`src/rtl/ksa_seq_ctrl.sv`:
```
// ---------------------------------------------------------------------------
// ksa_seq_ctrl
//
// Sequences an N-word (W bits per word) add/subtract through one external
// W-bit Kogge-Stone adder slice. One word is processed per clock, least
// significant word first, with the slice carry-out fed back as the next
// word's carry-in. Subtraction is formed as A + ~B + 1.
//
// Ports
//   clk, rst_n            clock, asynchronous active-low reset
//   in_valid / in_ready   request handshake (a, b, c_in, op)
//   a, b                  W*N-bit operands, word 0 = bits [W-1:0]
//   c_in                  carry-in for op = 0
//   op                    0 = A + B + c_in, 1 = A - B
//   clr                   synchronous abort of the transaction in flight
//   slice_a/b/cin         word and carry driven to the external slice
//   slice_sum/cout        combinational result returned by the slice
//   sum, c_out            result, qualified by out_valid
//   out_valid / out_ready result handshake
//   busy                  transaction in flight (RUN or DONE)
// ---------------------------------------------------------------------------
module ksa_seq_ctrl #(
  parameter int W = 16,
  parameter int N = 4
) (
  input  logic           clk,
  input  logic           rst_n,
  input  logic           in_valid,
  output logic           in_ready,
  input  logic [W*N-1:0] a,
  input  logic [W*N-1:0] b,
  input  logic           c_in,
  input  logic           op,
  input  logic           clr,
  output logic [W-1:0]   slice_a,
  output logic [W-1:0]   slice_b,
  output logic           slice_cin,
  input  logic [W-1:0]   slice_sum,
  input  logic           slice_cout,
  output logic [W*N-1:0] sum,
  output logic           c_out,
  output logic           out_valid,
  input  logic           out_ready,
  output logic           busy
);

  localparam int IW = $clog2(N);

  typedef enum logic [1:0] {
    IDLE = 2'd0,
    RUN  = 2'd1,
    DONE = 2'd2
  } state_t;

  state_t          state;
  state_t          next_state;

  logic [W*N-1:0]  a_reg;
  logic [W*N-1:0]  b_reg;     // already inverted for subtraction
  logic [W*N-1:0]  sum_reg;
  logic            carry_reg;
  logic            c_out_reg;
  logic [IW-1:0]   idx;

  logic            accept;
  logic            last_word;

  assign accept    = (state == IDLE) && in_valid && !clr;
  assign last_word = (idx == IW'(N - 1));

  // -------------------------------------------------------------------------
  // State register
  // -------------------------------------------------------------------------
  // NOTE: sequential state uses non-blocking (<=) so every flop samples the
  // pre-edge values; blocking here would create order-dependent races.
  always_ff @(posedge clk or negedge rst_n) begin
    if (!rst_n) begin
      state <= IDLE;
    end else begin
      state <= next_state;
    end
  end

  // -------------------------------------------------------------------------
  // Next-state logic; clr outranks both handshakes.
  // -------------------------------------------------------------------------
  // NOTE: next_state gets a default before the case so every path assigns
  // it; a missing branch would otherwise infer a latch.
  always_comb begin
    next_state = state;
    case (state)
      IDLE: begin
        if (accept) next_state = RUN;
      end
      RUN: begin
        if (clr)            next_state = IDLE;
        else if (last_word) next_state = DONE;
      end
      DONE: begin
        // in_ready is low here, so the exit edge can never also accept.
        if (clr || out_ready) next_state = IDLE;
      end
      default: next_state = IDLE;
    endcase
  end

  // -------------------------------------------------------------------------
  // Datapath registers
  // -------------------------------------------------------------------------
  // NOTE: the result register is reset so sum reads 0 out of reset; it is a
  // plain flop vector, not a RAM, so resetting it is legitimate.
  always_ff @(posedge clk or negedge rst_n) begin
    if (!rst_n) begin
      a_reg     <= '0;
      b_reg     <= '0;
      sum_reg   <= '0;
      carry_reg <= 1'b0;
      c_out_reg <= 1'b0;
      idx       <= '0;
    end else begin
      case (state)
        IDLE: begin
          if (accept) begin
            a_reg     <= a;
            b_reg     <= op ? ~b : b;
            carry_reg <= op ? 1'b1 : c_in;
            idx       <= '0;
          end
        end
        RUN: begin
          if (!clr) begin
            // Words not yet reached keep their old contents.
            sum_reg[idx*W +: W] <= slice_sum;
            carry_reg           <= slice_cout;
            if (last_word) begin
              c_out_reg <= slice_cout;
            end else begin
              idx <= idx + IW'(1);
            end
          end
        end
        default: begin
        end
      endcase
    end
  end

  // -------------------------------------------------------------------------
  // Slice drive: only meaningful in RUN, held at zero otherwise.
  // -------------------------------------------------------------------------
  always_comb begin
    slice_a   = '0;
    slice_b   = '0;
    slice_cin = 1'b0;
    if (state == RUN) begin
      slice_a   = a_reg[idx*W +: W];
      slice_b   = b_reg[idx*W +: W];
      slice_cin = carry_reg;
    end
  end

  assign in_ready  = (state == IDLE);
  assign out_valid = (state == DONE);
  assign busy      = (state != IDLE);
  assign sum       = sum_reg;
  assign c_out     = c_out_reg;

endmodule

```
`config.mk`:
```
export PLATFORM = sky130hd
export DESIGN_NAME = ksa_seq_ctrl
export DESIGN_NICKNAME = d
export VERILOG_FILES = /design/src/rtl/ksa_seq_ctrl.sv
export SDC_FILE = /design/constraint.sdc
export NUM_CORES = 1
export LEC_CHECK = 0
export CAP_MARGIN = 20
export CELL_PAD_IN_SITES_DETAIL_PLACEMENT = 2
export CELL_PAD_IN_SITES_GLOBAL_PLACEMENT = 2
export CORE_MARGIN = 1
export CORE_UTILIZATION = 29
export DETAILED_ROUTE_END_ITERATION = 7
export PLACE_DENSITY_LB_ADDON = 0.1
export SYNTH_ARGS = -nofsm -noshare
export SYNTH_HDL_FRONTEND = slang
export SYNTH_SLANG_ARGS = --single-unit
export TNS_END_PERCENT = 10
```
`constraint.sdc`:
```
create_clock -name clk -period 2.3 [get_ports clk]
set_input_delay 0.46 -clock clk [delete_from_list [all_inputs] [get_ports clk]]
set_output_delay 0.46 -clock clk [all_outputs]
set_load 0.02 [all_outputs]
```
== Word level (Yosys, flattened, before mapping) ==
Cells that the tools add are included.
Operators by class
  equality and inequality tests: 8
  reductions and logical operators: 13
  shift-type cells: 4
  $add $sub $neg: 2
  muxes and demuxes: 18
  bitwise gates (word level): 2
Operator list (count)
  $shiftx 64x7->16: 2
  $bwmux 64: 1
  $mux 64: 1
  $not 64->64: 1
  $shift 16x34->64 const A: 1
  $shiftx 16x34->64: 1
  $neg 6->34: 1
  $mux 16: 2
  $mux 2: 7
  $reduce_and 3->1: 3
  $pmux 2 s3: 1
  $eq 2x2->1 const B: 2
  $mux 1: 4
  $ne 2x1->1 const B: 2
  $ne 2x2->1 const B: 2
  $pmux 2 s2: 1
  $reduce_and 2->1: 2
  $reduce_and 4->1: 1
  $reduce_bool 2->1: 2
  $ne 3x3->1 const B: 1
  $add 2x1->2 const B: 1
  $eq 2x1->1 const B: 1
  $logic_and 1x1->1: 2
  $logic_not 2->1: 1
  other kinds (4): 4
Storage, ports and cells
  output and inout bits: 101
  bits of input ports: 152
  bits in registers: 198
  logic and storage cells: 54

== Longest topological paths before layout ==
Gate-level depths: netlist of run 1.
  word-level depth: 5
  mapped depth: 9
  depth with buffers taken out: 5

== Worst setup path before layout of run 1 ==
Ideal clock, no wire load.
  kind: flip-flop to flip-flop
  start point: register idx[1]
  end point: register sum_reg[38], in the netlist sum[38]
  data required time: 2.236 ns
  data arrival time: 2.276 ns
  path buffers: 3
  period minus slack after synthesis: 2.340 ns
  stages on the path, launching flop included: 9
  setup time: 0.064 ns
  slack: -0.040 ns
  cell sequence: dfrtp_1 clkbuf_1 clkbuf_1 inv_1 ha_1 inv_1 nor4b_4 buf_6 a22o_2
Between the ends
  cells in the longest elaborated chain, start to end: 3
  elaborated cells on any way between the ends: 4
  classes of those cells: 1 x add/sub; 2 x shift; 1 x mux
Ends and longest elaborated chain
  start: declaration: RTL line 63  | logic [IW-1:0] idx;
  start signal: assignment: RTL line 138  | idx <= idx + IW'(1);
  $neg 6->34 (*): RTL line 133  | sum_reg[idx*W +: W] <= slice_sum;
  $shiftx 16x34->64 or $shift 16x34->64 (tied branches): RTL line 133
  $bwmux 64 (*): RTL line 133
  end signal: indexed assignment: RTL line 133
  end: declaration: RTL line 60  | logic [W*N-1:0] sum_reg;
Mark *: on every way between the ends. The rest lies on a longest branch, timed or not.
A chain may end at the register's enable or synchronous reset.

== Final worst setup path of run 1 ==
  start point: register idx[0]
  end point: output slice_a[9]
Between the ends
  cells in the longest elaborated chain, start to end: 2
Ends and longest elaborated chain
  $shiftx 64x7->16: RTL line 156  | slice_a = a_reg[idx*W +: W];
  $mux 16: RTL line 155  | if (state == RUN) begin
  end: declaration: RTL line 35  | output logic [W-1:0] slice_a,
Every way passes these cells.

==> results.yml, run 1 <==
power_and_ir_drop:
  peakVddDrop_uv: 437
  powerDensity_nw_per_um2: 862
  p_leak_uw: 0.00526
grt:
  grt_pass1_vias: 7492
  grt_pass1_wl_mm: 43.5
  use_met1_pct: 22.4
  grt.overflow.total: 0
  track_usage_pct: 18.1
  grtUsageMet3_pct: 4.26
  grt_max_degree: 75
  busiest_layer: "met2"
  antenna_found_initial: 3
  use_met2_pct: 32.4
setup_path:
  critical-path-max-stage-delay_ps: 510
  slowest_stage: "dfrtp_4"
  crit_arrival_ps: 2030
  regToRegSetupSlack_ps: 80
  crit_type: "reg2out"
  r2r-end: "sum[6]"
  path_cells: "buf_12 -> buf_6 -> buf_8 -> mux4_2 -> and2_4 -> buf_6"
  cp-end-kind: "output pin"
  reg2reg_from: "idx[0]"
  cp-start-kind: "register"
  reg2reg_depth: 9
  path_max_fanout: 4
  crit_path_frequent_cell: "buf_6"
  crit_required_ps: 1840
clocking:
  cts_buffer_depth: 2
  tritoncts: "built"
  worstSkewPairLatency_ps: 440
  cts_root_buf: "clkbuf_16"
  cts_inserted_buffers: 17
  cts_max_level: 4
  cts.sinks: 198
  clk_pin_slew_ps: 80
sta:
  setup_ws_ps: -192
  drv_slew: 0
  rsz0062_at_grt: "yes"
  hold_ws_ps: 506
  finalSetupViolations: 32
  period_minus_slack_ps: 2490
  clock_skew_ps: 13.3
  worstMarginPinSlew_ps: 503
  fmax_ghz: 0.401
  timing.final.crit_share_pct: 108
  finalHoldViolCount: 0
  slew_headroom_pct: 66.5
die:
  start_util_pct: 29.4
  fp-row-count: 64
  dieHeight_um: 178
  fp.coreArea_um2: 30500
  die_x_um: 178
  dieArea_um2: 31700
  io_pins: 253
run_status:
  status: "finished with violations"
  failed_checks: "negative setup slack"
placed_design:
  pre_cts_ws_ps: -159
  port_buffers: 252
  place.gp.congestion: 0.735
  dp_hpwl_mm: 19.9
detailed_routing:
  vias: 6478
  post_drt_wl_per_cell_um: 20.3
  drtAntennaViolNets: 0
  drt-initial-drc-count: 241
  wl_mm: 27.4
  viasPerCell: 4.81
  drcViolationCount: 0
  drt_pass1_iterations: 4
worst_hold_path:
  min_path_type: "reg2reg"
  worstHoldStart: "sum[27]"
  hold_end: "sum[27]"
  hold_depth: 1
cells_and_area:
  area_growth_pct: 44.2
  nets: 1095
  fill_cells: 3036
  drive_gt1_share_pct: 26.4
  final_util_pct: 42.5
synthesis:
  yosysWarnings: 0
  ys_seq_elements: 198
  ys_seq_area_share_pct: 55.2
  yosys.area_share.adder_pct: 0.696
  synth_xor_area_share_pct: 6.24
  synth_compound_area_share_pct: 10.4
  syn_nets: 834
  synth_simple_gate_area_share_pct: 7.48
  synth.distinct_cells: 28
  synthCells: 677
  synth_area_um2: 8980
  synth.mux.area_fraction_pct: 16.4
  synth_top_family_by_area: "multiplexers"
  syn_area_per_cell_um2: 13.3
  yosysTopAreaCellShare_pct: 55.2
  synth_top_cell_by_area: "dfrtp_1"
  yosys-top-cells-area: "dfrtp_1, mux2_2, mux4_2, xnor2_1, a22o_1"
run:
  drv_cap: 0
-- critical path, delay by kind of cell, from the launching register on --
kind,cells,cell delay [ps]
multiplexers,1,410
buffers and inverters,4,510
AND/OR/NAND/NOR,1,150
flip-flops,1,510
-- cell usage after synthesis (all sizes together) --
master,count
dfrtp,198
inv,5
nor2b,2
o211ai,1
mux4,32
nand2,2
clkbuf,13
xnor2,64
a22oi,1
mux2,66
a211oi,1
buf,42
mux2i,1
nor4b,4
a22o,64
nand4bb,4
ha,5
nor4,1
o21ai,2
or2,1
nor2,67
a21oi,64
nand2b,3
nand3b,1
and2,33
-- per-layer routing --
layer	wire [µm]	vias up
met3	1540	12
met2	14300	170
met5	13	-
li1	-	2929
met4	184	2
met1	11300	3365
-- what timing repair did --
item	CTS	global route
buffers inserted	6	1
pin swaps	16	5
hold buffers	1	0
setup endpoints to repair	36	80
endpoints found under the hold margin	1	0
gates cloned	1	0
gates resized for setup	175	40
-- layout by cell type, fill, tap and decap left out, drive strengths merged --
cell type,Yosys,routed
a211oi,1,1
a21oi,64,64
a22o,64,64
a22oi,1,1
and2,33,33
buf,42,76
bufbuf,0,1
clkbuf,13,19
clkdlybuf4s15,0,2
clkdlybuf4s50,0,214
clkinv,0,3
clkinvlp,0,1
dfrtp,198,198
diode,0,2
dlygate4sd2,0,2
dlygate4sd3,0,1
ha,5,5
inv,5,14
mux2,66,66
mux2i,1,1
mux4,32,32
nand2,2,2
nand2b,3,3
nand3b,1,1
nand4bb,4,4
nor2,67,67
nor2b,2,2
nor4,1,1
nor4b,4,4
o211ai,1,1
o21ai,2,2
or2,1,1
xnor2,64,64
-- power breakdown --
group | switching, µW | internal, µW | total [µW]
logic | 1530 | 2070 | 3600
registers | 424 | 4180 | 4600
clock network | 1520 | 1440 | 2960
-- layout make-up --
type	instances	area, µm²	area share, %
antenna	2	5.00	0.0386
clock buffer	18	429	3.31
clock inverter	13	130	1.00
inverter	5	18.8	0.145
multi-input combinational	419	3770	29.1
sequential	198	4960	38.3
tap	396	495	3.82
timing repair buffer	297	3150	24.3
-- how the worst max path moves through the flow --
stage,cells past startpoint,to,start
detailed placement,4,slice_a[9],idx[0]
finish,6,slice_a[9],idx[0]
global placement,4,slice_a[3],idx[0]
global route,6,slice_a[9],idx[0]
CTS,5,slice_b[15],idx[0]
floorplan,8,sum[38],idx[1]
-- kinds of logic (layout without fill, tap and decap cells) --
logic type / after synthesis / count (layout)
compound gates: 133 / 133
xor+xnor: 64 / 64
fa+ha+maj: 5 / 5
buf+inv: 60 / 333
flops: 198 / 198
mux: 99 / 99
other cells: 0 / 2
simple gates: 118 / 118
-- per-stage QoR --
stage / instance area [µm²] / std cells / setup TNS (ps) / total power [µW]
floorplan: 8980 / 677 / 0 / 6500
global placement: 12200 / 1308 / -3470 / 7970
detailed placement: 12200 / 1308 / -3600 / 8130
CTS: 12900 / 1345 / -5370 / 11300
global route: 13000 / 1346 / -5690 / 11800
finish: 13000 / 1348 / -3610 / 11200
Power figures use the tool's default switching activity.
==> inputs of run 2 (changes only) <==
- CORE_UTILIZATION: 29 -> 25
==> run 2 against run 1 <==
  * Clock power up 2%
  * The run still ends with negative setup slack left
  * Combinational power grew 1%
  * Final cell count rose by 5.3%
  * Setup slack better by 17 ps
  * Via count up 0.57%
  * Global-route usage fell by 1.6 points
  * Clock skew is 6.9 ps lower
  * Critical path type unchanged
  * Flip-flop and latch count unchanged
  * Clock-buffer cell count unchanged
  * Design area is 1.6% higher
  * Fmax grew 0.70%
  * Non-clock buffer count increased by 6
==> results.yml, run 2 (synthesized netlist as in run 1, its figures left out) <==
clocking:
  worstSkewPairLatency_ps: 450
  tritoncts: "built"
  cts_inserted_buffers: 17
  cts_max_level: 4
  cts_root_buf: "clkbuf_16"
  clk_pin_slew_ps: 70
  cts_buffer_depth: 2
  cts.sinks: 198
sta:
  finalHoldViolCount: 0
  setup_ws_ps: -174
  period_minus_slack_ps: 2470
  setup_tns_ps: -4010
  hold_ws_ps: 507
  worstMarginPinSlew_ps: 539
  drv_slew: 0
  finalSetupViolations: 33
  timing.final.crit_share_pct: 108
  clock_skew_ps: 6.34
  slew_headroom_pct: 64.1
  fmax_ghz: 0.404
  rsz0062_at_grt: "yes"
setup_path:
  cp-end-kind: "output pin"
  reg2reg_from: "idx[0]"
  crit_type: "reg2out"
  cp-start-kind: "register"
  slowest_stage: "mux4_2"
  crit_path_frequent_cell: "buf_6"
  r2r-end: "idx[0]"
  crit_arrival_ps: 2010
  critical-path-max-stage-delay_ps: 500
  reg2reg_depth: 8
  crit_required_ps: 1840
  regToRegSetupSlack_ps: -30
  path_cells: "buf_6 -> buf_12 -> mux4_2 -> and2_4 -> buf_6"
  path_max_fanout: 6
die:
  fp.coreArea_um2: 35500
  dieHeight_um: 192
  die_x_um: 192
  dieArea_um2: 36700
  io_pins: 253
  fp-row-count: 69
  start_util_pct: 25.3
power_and_ir_drop:
  p_leak_uw: 0.00531
  powerDensity_nw_per_um2: 858
  peakVddDrop_uv: 545
grt:
  track_usage_pct: 16.6
  antenna_found_initial: 3
  grt_pass1_wl_mm: 45.0
  grt.overflow.total: 0
  grt_pass1_vias: 7523
  grt_max_degree: 58
cells_and_area:
  drive_gt1_share_pct: 27.3
  instances_no_fill: 1419
  layout_common_cells: "clkdlybuf4s50_1, dfrtp_1, mux2_2, nor2_1"
  final_util_pct: 37.1
  layout_commonest_cell: "clkdlybuf4s50_1"
  design_area_um2: 13200
  area_growth_pct: 46.5
  nets: 1101
detailed_routing:
  drt_pass1_iterations: 4
  drtAntennaViolNets: 0
  drcViolationCount: 0
  wl_mm: 29.3
  post_drt_wl_per_cell_um: 20.7
  vias: 6515
  viasPerCell: 4.59
  drt-initial-drc-count: 193
worst_hold_path:
  worstHoldStart: "sum[2]"
  hold_end: "sum[2]"
  hold_depth: 1
  min_path_type: "reg2reg"
placed_design:
  post-place-cells: 1379
  place.gp.congestion: 0.781
  dpl_cell_area_um2: 12400
  port_buffers: 252
  dp_hpwl_mm: 21.6
run_status:
  status: "finished with violations"
  failed_checks: "negative setup slack"
run:
  drv_cap: 0
==> run 2: through the flow <==
step | power [µW] | worst slack, ps
detailed placement | 8210 | -158
CTS | 11400 | -245
floorplan | 6500 | 111
global placement | 8050 | -158
global route | 11900 | -254
finish | 11300 | -174
==> run 2: what timing repair did <==
item / 4_1_cts / 5_1_grt
cloned: 1 / 0
hold endpoints to repair: 12 / 0
pin swaps: 7 / 16
buffers inserted: 5 / 3
resized for setup: 159 / 54
endpoints found under the setup margin: 51 / 78
hold buffers: 1 / 0
==> run 2: routing by layer <==
| metal | global-route usage (%) | up-vias | share of wire [%] |
|---|---|---|---|
| met3 | 3.80 | 27 | 4.8 |
| met1 | 19.2 | 3395 | 41 |
| met2 | 30.0 | 158 | 53 |
| li1 | - | 2931 | - |
| met5 | 0 | - | 0.092 |
| met4 | 5.22 | 4 | 1.4 |
==> run 2: cell type report <==
class | count | area, µm²
Fill cell | 3588 | 22300
Sequential cell | 198 | 4960
Multi-Input combinational cell | 419 | 3810
Timing Repair Buffer | 303 | 3210
Tap cell | 461 | 577
Clock buffer | 18 | 439
Clock inverter | 14 | 143
Inverter | 5 | 23.8
Antenna cell | 1 | 2.50
==> run 2: worst max-delay path by stage <==
stage	end	slack, ps	start	depth (start not counted)
4_1_cts	slice_a[2]	-250	idx[0]	5
2_1_floorplan	sum[38]	110	idx[1]	8
3_5_place_dp	slice_a[4]	-160	idx[0]	4
5_1_grt	slice_a[1]	-250	idx[0]	5
6_report	slice_a[1]	-170	idx[0]	5
3_3_place_gp	slice_a[14]	-160	idx[0]	4
==> run 2: worst max-delay path, delay by kind of cell, from the launching register on <==
family                 cells  cell delay [ps]
buffers and inverters      3              420
flip-flops                 1              490
multiplexers               1              500
AND/OR/NAND/NOR            1              150
==> run 2: report_power, final <==
part	internal (µW)	switching (µW)	leakage (µW)
Combinational	2080	1570	0.00262
Clock	1550	1470	0.000281
Sequential	4180	448	0.00241
Total	7810	3490	0.00531
==> inputs of run 3 (changes only) <==
- TNS_END_PERCENT: 10 -> default
==> run 3 against run 2 <==
  * The flow still finishes with violations (negative setup slack)
  * Total power increased by 0.37%
  * Setup slack got worse by 6.9 ps
  * First-iteration DRC count increased by 0.52%
  * Design area increased by 0.52%
==> results.yml, run 3 (synthesized netlist as in run 1, its figures left out) <==
cells_and_area:
  nets: 1105
  design_area_um2: 13200
  area_growth_pct: 47.3
  layout_commonest_cell: "clkdlybuf4s50_1"
  drive_gt1_share_pct: 27.9
  instances_no_fill: 1423
  layout_common_cells: "clkdlybuf4s50_1, dfrtp_1, mux2_2, nor2_1"
  fill_cells: 3587
detailed_routing:
  viasPerCell: 4.59
  drt_pass1_iterations: 4
  wl_mm: 29.7
  drt-initial-drc-count: 194
  drcViolationCount: 0
  drtAntennaViolNets: 0
  vias: 6535
  post_drt_wl_per_cell_um: 20.8
setup_path:
  regToRegSetupSlack_ps: 100
  crit_arrival_ps: 2020
  reg2reg_from: "idx[0]"
  endpoint: "slice_b[3]"
  crit_path_start: "idx[0]"
  r2r-end: "idx[0]"
  path_max_fanout: 5
  cp-start-kind: "register"
  reg2reg_depth: 7
  cp-end-kind: "output pin"
  crit_type: "reg2out"
  crit_required_ps: 1840
clocking:
  clk_pin_slew_ps: 70
  cts_max_level: 4
  worstSkewPairLatency_ps: 450
  cts_inserted_buffers: 17
  cts_root_buf: "clkbuf_16"
  cts_buffer_depth: 2
  tritoncts: "built"
  cts.sinks: 198
grt:
  grt_pass1_wl_mm: 45.4
  grt_pass1_vias: 7545
  antenna_found_initial: 3
  grt_max_degree: 58
  track_usage_pct: 16.7
  grt.overflow.total: 0
die:
  fp-row-count: 69
  io_pins: 253
  die_x_um: 192
  dieHeight_um: 192
  dieArea_um2: 36700
  fp.coreArea_um2: 35500
  start_util_pct: 25.3
sta:
  worstMarginPinSlew_ps: 528
  drv_slew: 0
  clock_skew_ps: 6.64
  finalSetupViolations: 32
  setup_tns_ps: -4340
  setup_ws_ps: -181
  slew_headroom_pct: 64.8
  period_minus_slack_ps: 2480
  hold_ws_ps: 507
  timing.final.crit_share_pct: 108
  fmax_ghz: 0.403
  rsz0062_at_grt: "yes"
  finalHoldViolCount: 0
placed_design:
  post-place-cells: 1379
  dpl_cell_area_um2: 12400
  port_buffers: 252
  place.gp.congestion: 0.781
  dp_hpwl_mm: 21.6
power_and_ir_drop:
  peakVddDrop_uv: 544
  p_leak_uw: 0.00534
  powerDensity_nw_per_um2: 857
worst_hold_path:
  min_path_type: "reg2reg"
  worstHoldStart: "sum[2]"
run_status:
  failed_checks: "negative setup slack"
  status: "finished with violations"
run:
  drv_cap: 0
==> run 3: changes by cell type in the layout (fill, tap and decap cells not counted), sizes merged <==
cell,before,now
buf,84,88
==> run 3: per-layer routing <==
metal	track usage, %	wire length (µm)
met5	0	27
met4	5.22	425
met3	3.82	1360
met2	30.3	15700
met1	19.4	12200
==> run 3: cell type report <==
class                      instances  area, µm²  area share, %
antenna                            1       2.50         0.0189
multi-input combinational        419       3810           28.8
clock inverter                    14        143           1.08
sequential                       198       4960           37.5
clock buffer                      18        439           3.32
timing repair buffer             307       3280           24.8
inverter                           5       21.3          0.161
tap                              461        577           4.36
==> run 3: critical path, cell delays in order (launching register included) <==
cell,delay (ps)
dfrtp_4,540
buf_4,160
buf_8,130
mux4_2,420
and2_4,180
buf_4,150
==> run 3: what timing repair did <==
action	4_1_cts	5_1_grt
setup buffers	8	3
endpoints found under the hold margin	12	0
hold buffers	1	0
gates resized for setup	188	35
cloned	2	0
endpoints found under the setup margin	51	50
pin swaps	13	8
==> run 3: report_power, final <==
group          switching (µW)  total (µW)  internal (µW)
Clock                    1470        3020           1550
Combinational            1580        3690           2110
Sequential                448        4630           4180
==> run 3: per-stage QoR <==
| stage | utilization [%] | setup slack [ps] | power, µW |
|---|---|---|---|
| after detailed placement | 35.0 | -158 | 8210 |
| after CTS | 37.0 | -230 | 11500 |
| after floorplan | - | 111 | 6500 |
| final | 37.3 | -181 | 11300 |
| after global placement | 35.0 | -158 | 8050 |
| after global routing | 37.3 | -264 | 12000 |
==> run 3: worst min path at each step <==
stage	slack (ps)	cells after the start	endpoint
2_1_floorplan	160	0	a_reg[0]
3_3_place_gp	470	1	sum[42]
3_5_place_dp	490	1	sum[42]
4_1_cts	510	3	b_reg[9]
5_1_grt	520	3	b_reg[9]
6_report	510	1	sum[2]
